==> config.mk <==
export PLATFORM = sky130hd
export DESIGN_NAME = rf_port_arbiter
export DESIGN_NICKNAME = d
export VERILOG_FILES = /design/src/rtl/rf_port_arbiter.sv
export SDC_FILE = /design/constraint.sdc
export NUM_CORES = 1
export LEC_CHECK = 0
export CAP_MARGIN = 20
export CORE_MARGIN = 1.5
export CORE_UTILIZATION = 35
export DETAILED_ROUTE_END_ITERATION = 6
export GPL_TIMING_DRIVEN = 0
export PLACE_DENSITY = 0.75
export SETUP_SLACK_MARGIN = 0.1
export SLEW_MARGIN = 30
export SYNTH_ARGS = -nofsm -noshare
export SYNTH_HDL_FRONTEND = slang
export SYNTH_SLANG_ARGS = --single-unit
export TNS_END_PERCENT = 10
==> constraint.sdc <==
create_clock -name clk -period 2.15 [get_ports clk]
set_clock_uncertainty 0.2 [all_clocks]
set_input_delay 0.5375 -clock clk [delete_from_list [all_inputs] [get_ports clk]]
set_output_delay 0.5375 -clock clk [all_outputs]
set_load 0.01 [all_outputs]
==> src/rtl/rf_port_arbiter.sv <==
// Two-requester arbiter for the shared 4x16 register file: round-robin with a
// bounded lock, sequencing each transaction as IDLE -> ISSUE -> RESP.
module rf_port_arbiter #(
  parameter int MAX_LOCK = 4
) (
  input  logic        clk,
  input  logic        rst_n,
  input  logic        req0,
  input  logic        req1,
  input  logic        lock0,
  input  logic        lock1,
  input  logic        weh0,
  input  logic        weh1,
  input  logic        wel0,
  input  logic        wel1,
  input  logic [1:0]  waddr0,
  input  logic [1:0]  waddr1,
  input  logic [1:0]  raddr0,
  input  logic [1:0]  raddr1,
  input  logic [15:0] wdata0,
  input  logic [15:0] wdata1,
  output logic        ack0,
  output logic        ack1,
  output logic [15:0] rdata,
  output logic [15:0] rf_in,
  output logic [1:0]  rf_laddr,
  output logic [1:0]  rf_raddr,
  output logic        rf_hwrite,
  output logic        rf_lwrite,
  input  logic [15:0] rf_lout,
  input  logic [15:0] rf_rout,
  output logic        busy
);

  localparam int CW = $clog2(MAX_LOCK + 1);
  localparam logic [CW-1:0] LOCK_MAX = CW'(MAX_LOCK);

  typedef enum logic [1:0] {IDLE, ISSUE, RESP} state_t;

  state_t        state, state_nxt;
  logic          grant;      // last winner; 1 after reset so requester 0 leads
  logic          last_lock;
  logic [CW-1:0] lock_cnt;

  logic          arb_go;
  logic          win;
  logic          win_lock;
  logic [CW-1:0] cnt_nxt;

  // The left read port is not needed: writes go through rf_in, reads use the right port.
  logic unused_lout;
  assign unused_lout = ^rf_lout;

  assign busy = (state != IDLE);

  // NOTE: every always_comb output gets a default first, so no path can infer a latch.
  always_comb begin
    state_nxt = state;
    arb_go    = 1'b0;
    win       = 1'b0;
    win_lock  = 1'b0;
    cnt_nxt   = '0;

    if (state != ISSUE && (req0 || req1)) begin
      arb_go = 1'b1;
      if (req0 && req1)
        win = (last_lock && lock_cnt < LOCK_MAX) ? grant : ~grant;
      else
        win = req1;
      win_lock = win ? lock1 : lock0;
      if (win_lock)
        cnt_nxt = (win != grant) ? CW'(1) :
                  (lock_cnt == LOCK_MAX) ? lock_cnt : lock_cnt + CW'(1);
    end

    case (state)
      IDLE:    state_nxt = arb_go ? ISSUE : IDLE;
      ISSUE:   state_nxt = RESP;
      RESP:    state_nxt = arb_go ? ISSUE : IDLE;
      default: state_nxt = IDLE;
    endcase
  end

  // NOTE: sequential state uses non-blocking assignments only, so every
  // register samples the pre-edge values of the others.
  always_ff @(posedge clk or negedge rst_n) begin
    if (!rst_n) begin
      state     <= IDLE;
      grant     <= 1'b1;
      last_lock <= 1'b0;
      lock_cnt  <= '0;
      ack0      <= 1'b0;
      ack1      <= 1'b0;
      rdata     <= '0;
      rf_in     <= '0;
      rf_laddr  <= '0;
      rf_raddr  <= '0;
      rf_hwrite <= 1'b0;
      rf_lwrite <= 1'b0;
    end else begin
      state <= state_nxt;
      ack0  <= 1'b0;
      ack1  <= 1'b0;

      if (state == ISSUE) begin
        // The register file wrote at the mid-cycle negedge, so this is post-write data.
        rdata     <= rf_rout;
        rf_hwrite <= 1'b0;
        rf_lwrite <= 1'b0;
        ack0      <= ~grant;
        ack1      <= grant;
      end

      // The rf_* registers double as the transaction register.
      if (arb_go) begin
        grant     <= win;
        last_lock <= win_lock;
        lock_cnt  <= cnt_nxt;
        rf_in     <= win ? wdata1 : wdata0;
        rf_laddr  <= win ? waddr1 : waddr0;
        rf_raddr  <= win ? raddr1 : raddr0;
        rf_hwrite <= win ? weh1 : weh0;
        rf_lwrite <= win ? wel1 : wel0;
      end
    end
  end

endmodule

==> flow_summary.json <==
{
  "outcome": "completed",
  "grtUsageTotal": 0.162,
  "cp_num_buf_inv": 1,
  "drt-initial-drc-count": 78,
  "fmaxAchievable_ghz": 0.505,
  "final_cells": 408,
  "post_cts_buffers": 0,
  "drv_cap": 0,
  "post-route-period-util": 0.921,
  "grt_overflow": 0,
  "dpl_worst_slack_ns": 0.106,
  "grt_setup_unrepaired": "no",
  "core_mm2": 0.00592,
  "initial_core_util": 0.363,
  "yosys_warnings": 0,
  "synth_fp_nets": 305,
  "critPathCapture": "busy",
  "power_frac_comb": 0.368,
  "crit_family": "flip-flops",
  "rr_endpoint": "rf_in[12]",
  "clock_latency_ns": 0.29,
  "crit_arrival_ns": 1.24,
  "fillerInstances": 542,
  "ys_types": 30,
  "r2r_cells": 5,
  "leakage_nw": 1.57,
  "final-max-slew-violation-count": 0,
  "nets": 416,
  "min_period_ns": 1.98,
  "relSlewSlack": 0.602,
  "dr.pass1.iters": 4,
  "vias": 1915,
  "grt_pass1_wl_um": 8240,
  "cp_max_fo": 3,
  "cp.depth": 2,
  "final_cell_mix": "clkdlybuf4s50_1, nand2_1, dfrtp_1",
  "irDropWorstVdd_mv": 0.460,
  "power_frac_seq": 0.410,
  "post_cts_resized": 1,
  "p_per_area_mw_per_mm2": 876,
  "clkPwrFrac": 0.222,
  "worst_pin_slew_ns": 0.597,
  "hold_buffers": 0,
  "hold_viol_final": 0,
  "clock_sinks": 47,
  "reg2reg_slack_ns": 0.24,
  "drc": 0,
  "swShare": 0.300,
  "via_per_inst": 4.69,
  "htree_levels": 2,
  "netSwitchingPower_uw": 895,
  "r2r_start": "grant",
  "intPower_mw": 2.08,
  "boundaryPins": 123,
  "port_buffers": 104,
  "cts_tree": "done",
  "final_core_util": 0.574,
  "min_path_type": "input port to asynchronous set/reset pin",
  "layout_commonest_cell": "clkdlybuf4s50_1",
  "netlist_instances": 221,
  "drive_above_1_share": 0.0721,
  "clkTransAtPathRegs_ns": 0.09,
  "grt_max_degree": 48,
  "max_stage_delay_ns": 0.40,
  "drt_wl_total_um": 5310,
  "synth_area_mm2": 0.00215,
  "antenna_found_initial": 0,
  "first_global_vias": 1780,
  "worstSetupStartpoint": "state[0]",
  "avgSynthCellArea_um2": 9.74,
  "cts_root_buffer": "clkbuf_8",
  "dp_cells": 400,
  "start_kind": "register",
  "die_w_um": 81.4,
  "slowest_stage": "dfrtp_1",
  "cp.required_ns": 1.41,
  "place_congestion": 0.785,
  "ys_ff_latch": 47,
  "antenna_cells": 0,
  "dieArea_mm2": 0.00663,
  "num_rows": 28,
  "dpl.hpwl_um": 3960,
  "cts_buffer_depth": 2,
  "crit_chain": "or2_2, dlygate4sd2_1",
  "postRouteAntennaNets": 0,
  "cp-end-kind": "output pin",
  "numCtsBuffers": 5,
  "die_h_um": 81.4,
  "finalSetupViolCount": 0,
  "ys_seq_area_frac": 0.547,
  "routed_wire_length_per_instance_um": 13.0,
  "path_class": "register to output pin",
  "syn2layout_area_growth_pct": 58.0,
  "fin_ws_ns": 0.170
}
[power by group through the flow]
stage | Combinational [mW] | Sequential, mW | Clock [mW]
final | 1.10 | 1.22 | 0.662
after CTS | 1.11 | 1.22 | 0.686
after global placement | 1.09 | 1.23 | 0
after floorplan | 0.407 | 1.31 | 0
after global routing | 1.20 | 1.25 | 0.718
after detailed placement | 1.11 | 1.24 | 0
[logic make-up (layout without fill, tap and decap cells)]
kind of cell | after synthesis | after routing | share of synthesized area
flip-flops | 47 | 47 | 0.547
buffers and inverters | 16 | 128 | 0.0384
multiplexers | 23 | 23 | 0.107
AO/OA/AOI/OAI | 40 | 40 | 0.113
adder cells (fa/ha/maj) | 2 | 2 | 0.0116
AND/OR/NAND/NOR | 93 | 93 | 0.183
[final cells by class]
class | count | area, um^2 | share of cell area
inverter | 4 | 15.0 | 0.00442
buffer | 12 | 67.6 | 0.0199
timing repair buffer | 104 | 1040 | 0.305
sequential | 47 | 1180 | 0.346
tap | 75 | 93.8 | 0.0276
multi-input combinational | 158 | 892 | 0.262
clock buffer | 6 | 82.6 | 0.0243
clock inverter | 2 | 35.0 | 0.0103
[cells in the mapped netlist]
library cell	number	area [um^2]
o211a_1	1	10.0
nor2b_1	1	6.26
o21ai_1	17	85.1
o21ai_0	11	55.1
ha_1	2	25.0
or2_2	2	12.5
a21oi_1	6	30.0
and4_1	1	8.76
nor2b_2	1	8.76
nand3b_1	2	15.0
dfrtp_1	46	1150
o2111ai_1	1	8.76
inv_1	3	11.3
o211ai_4	1	21.3
o32ai_2	1	16.3
buf_2	5	25.0
nor2_1	5	18.8
dfstp_2	1	26.3
clkinv_1	1	3.75
a2bb2oi_1	1	8.76
nand2b_1	3	18.8
mux2i_1	23	230
clkbuf_1	4	15.0
nand4bb_1	1	11.3
clkbuf_2	1	5.00
a41oi_1	1	8.76
nand2_2	1	6.26
nand3_1	1	5.00
nand2_1	75	282
buf_6	2	22.5
[metrics by stage]
step           hold WS, ns  instance area (um^2)  power [mW]  TNS [ns]
2_1_floorplan       0.0419                  2150        1.72         0
3_3_place_gp         0.235                  3290        2.32    -47.84
3_5_place_dp         0.243                  3280        2.35         0
4_1_cts             0.0660                  3400        3.02         0
5_1_grt             0.0916                  3400        3.17         0
6_report            0.0435                  3400        2.98         0
[layer usage]
layer | routed length [um] | track usage | part of all wire
met5 | 0 | 0 | 0
met4 | 24 | 0.0414 | 0.0045
met3 | 443 | 0.0544 | 0.083
met2 | 2610 | 0.272 | 0.49
met1 | 2240 | 0.200 | 0.42
[worst min-delay path by stage]
stage | from | to | slack (ns) | cells past startpoint
floorplan | rst_n | ack0 | 0.04 | 0
global placement | state[0] | state[0] | 0.23 | 1
detailed placement | state[0] | state[0] | 0.24 | 1
CTS | rst_n | ack0 | 0.07 | 1
global route | rst_n | state[1] | 0.09 | 1
finish | rst_n | rf_in[3] | 0.04 | 1
[state kept, by name, indices dropped and copies added, names as in the netlist]
name	cells
rf_raddr	2
ack1	1
rf_laddr	2
rf_lwrite	1
state	2
ack0	1
rdata	16
rf_in	16
lock_cnt	3
rf_hwrite	1
grant	1
last_lock	1
Note: power is estimated with default switching activity, not from simulation.
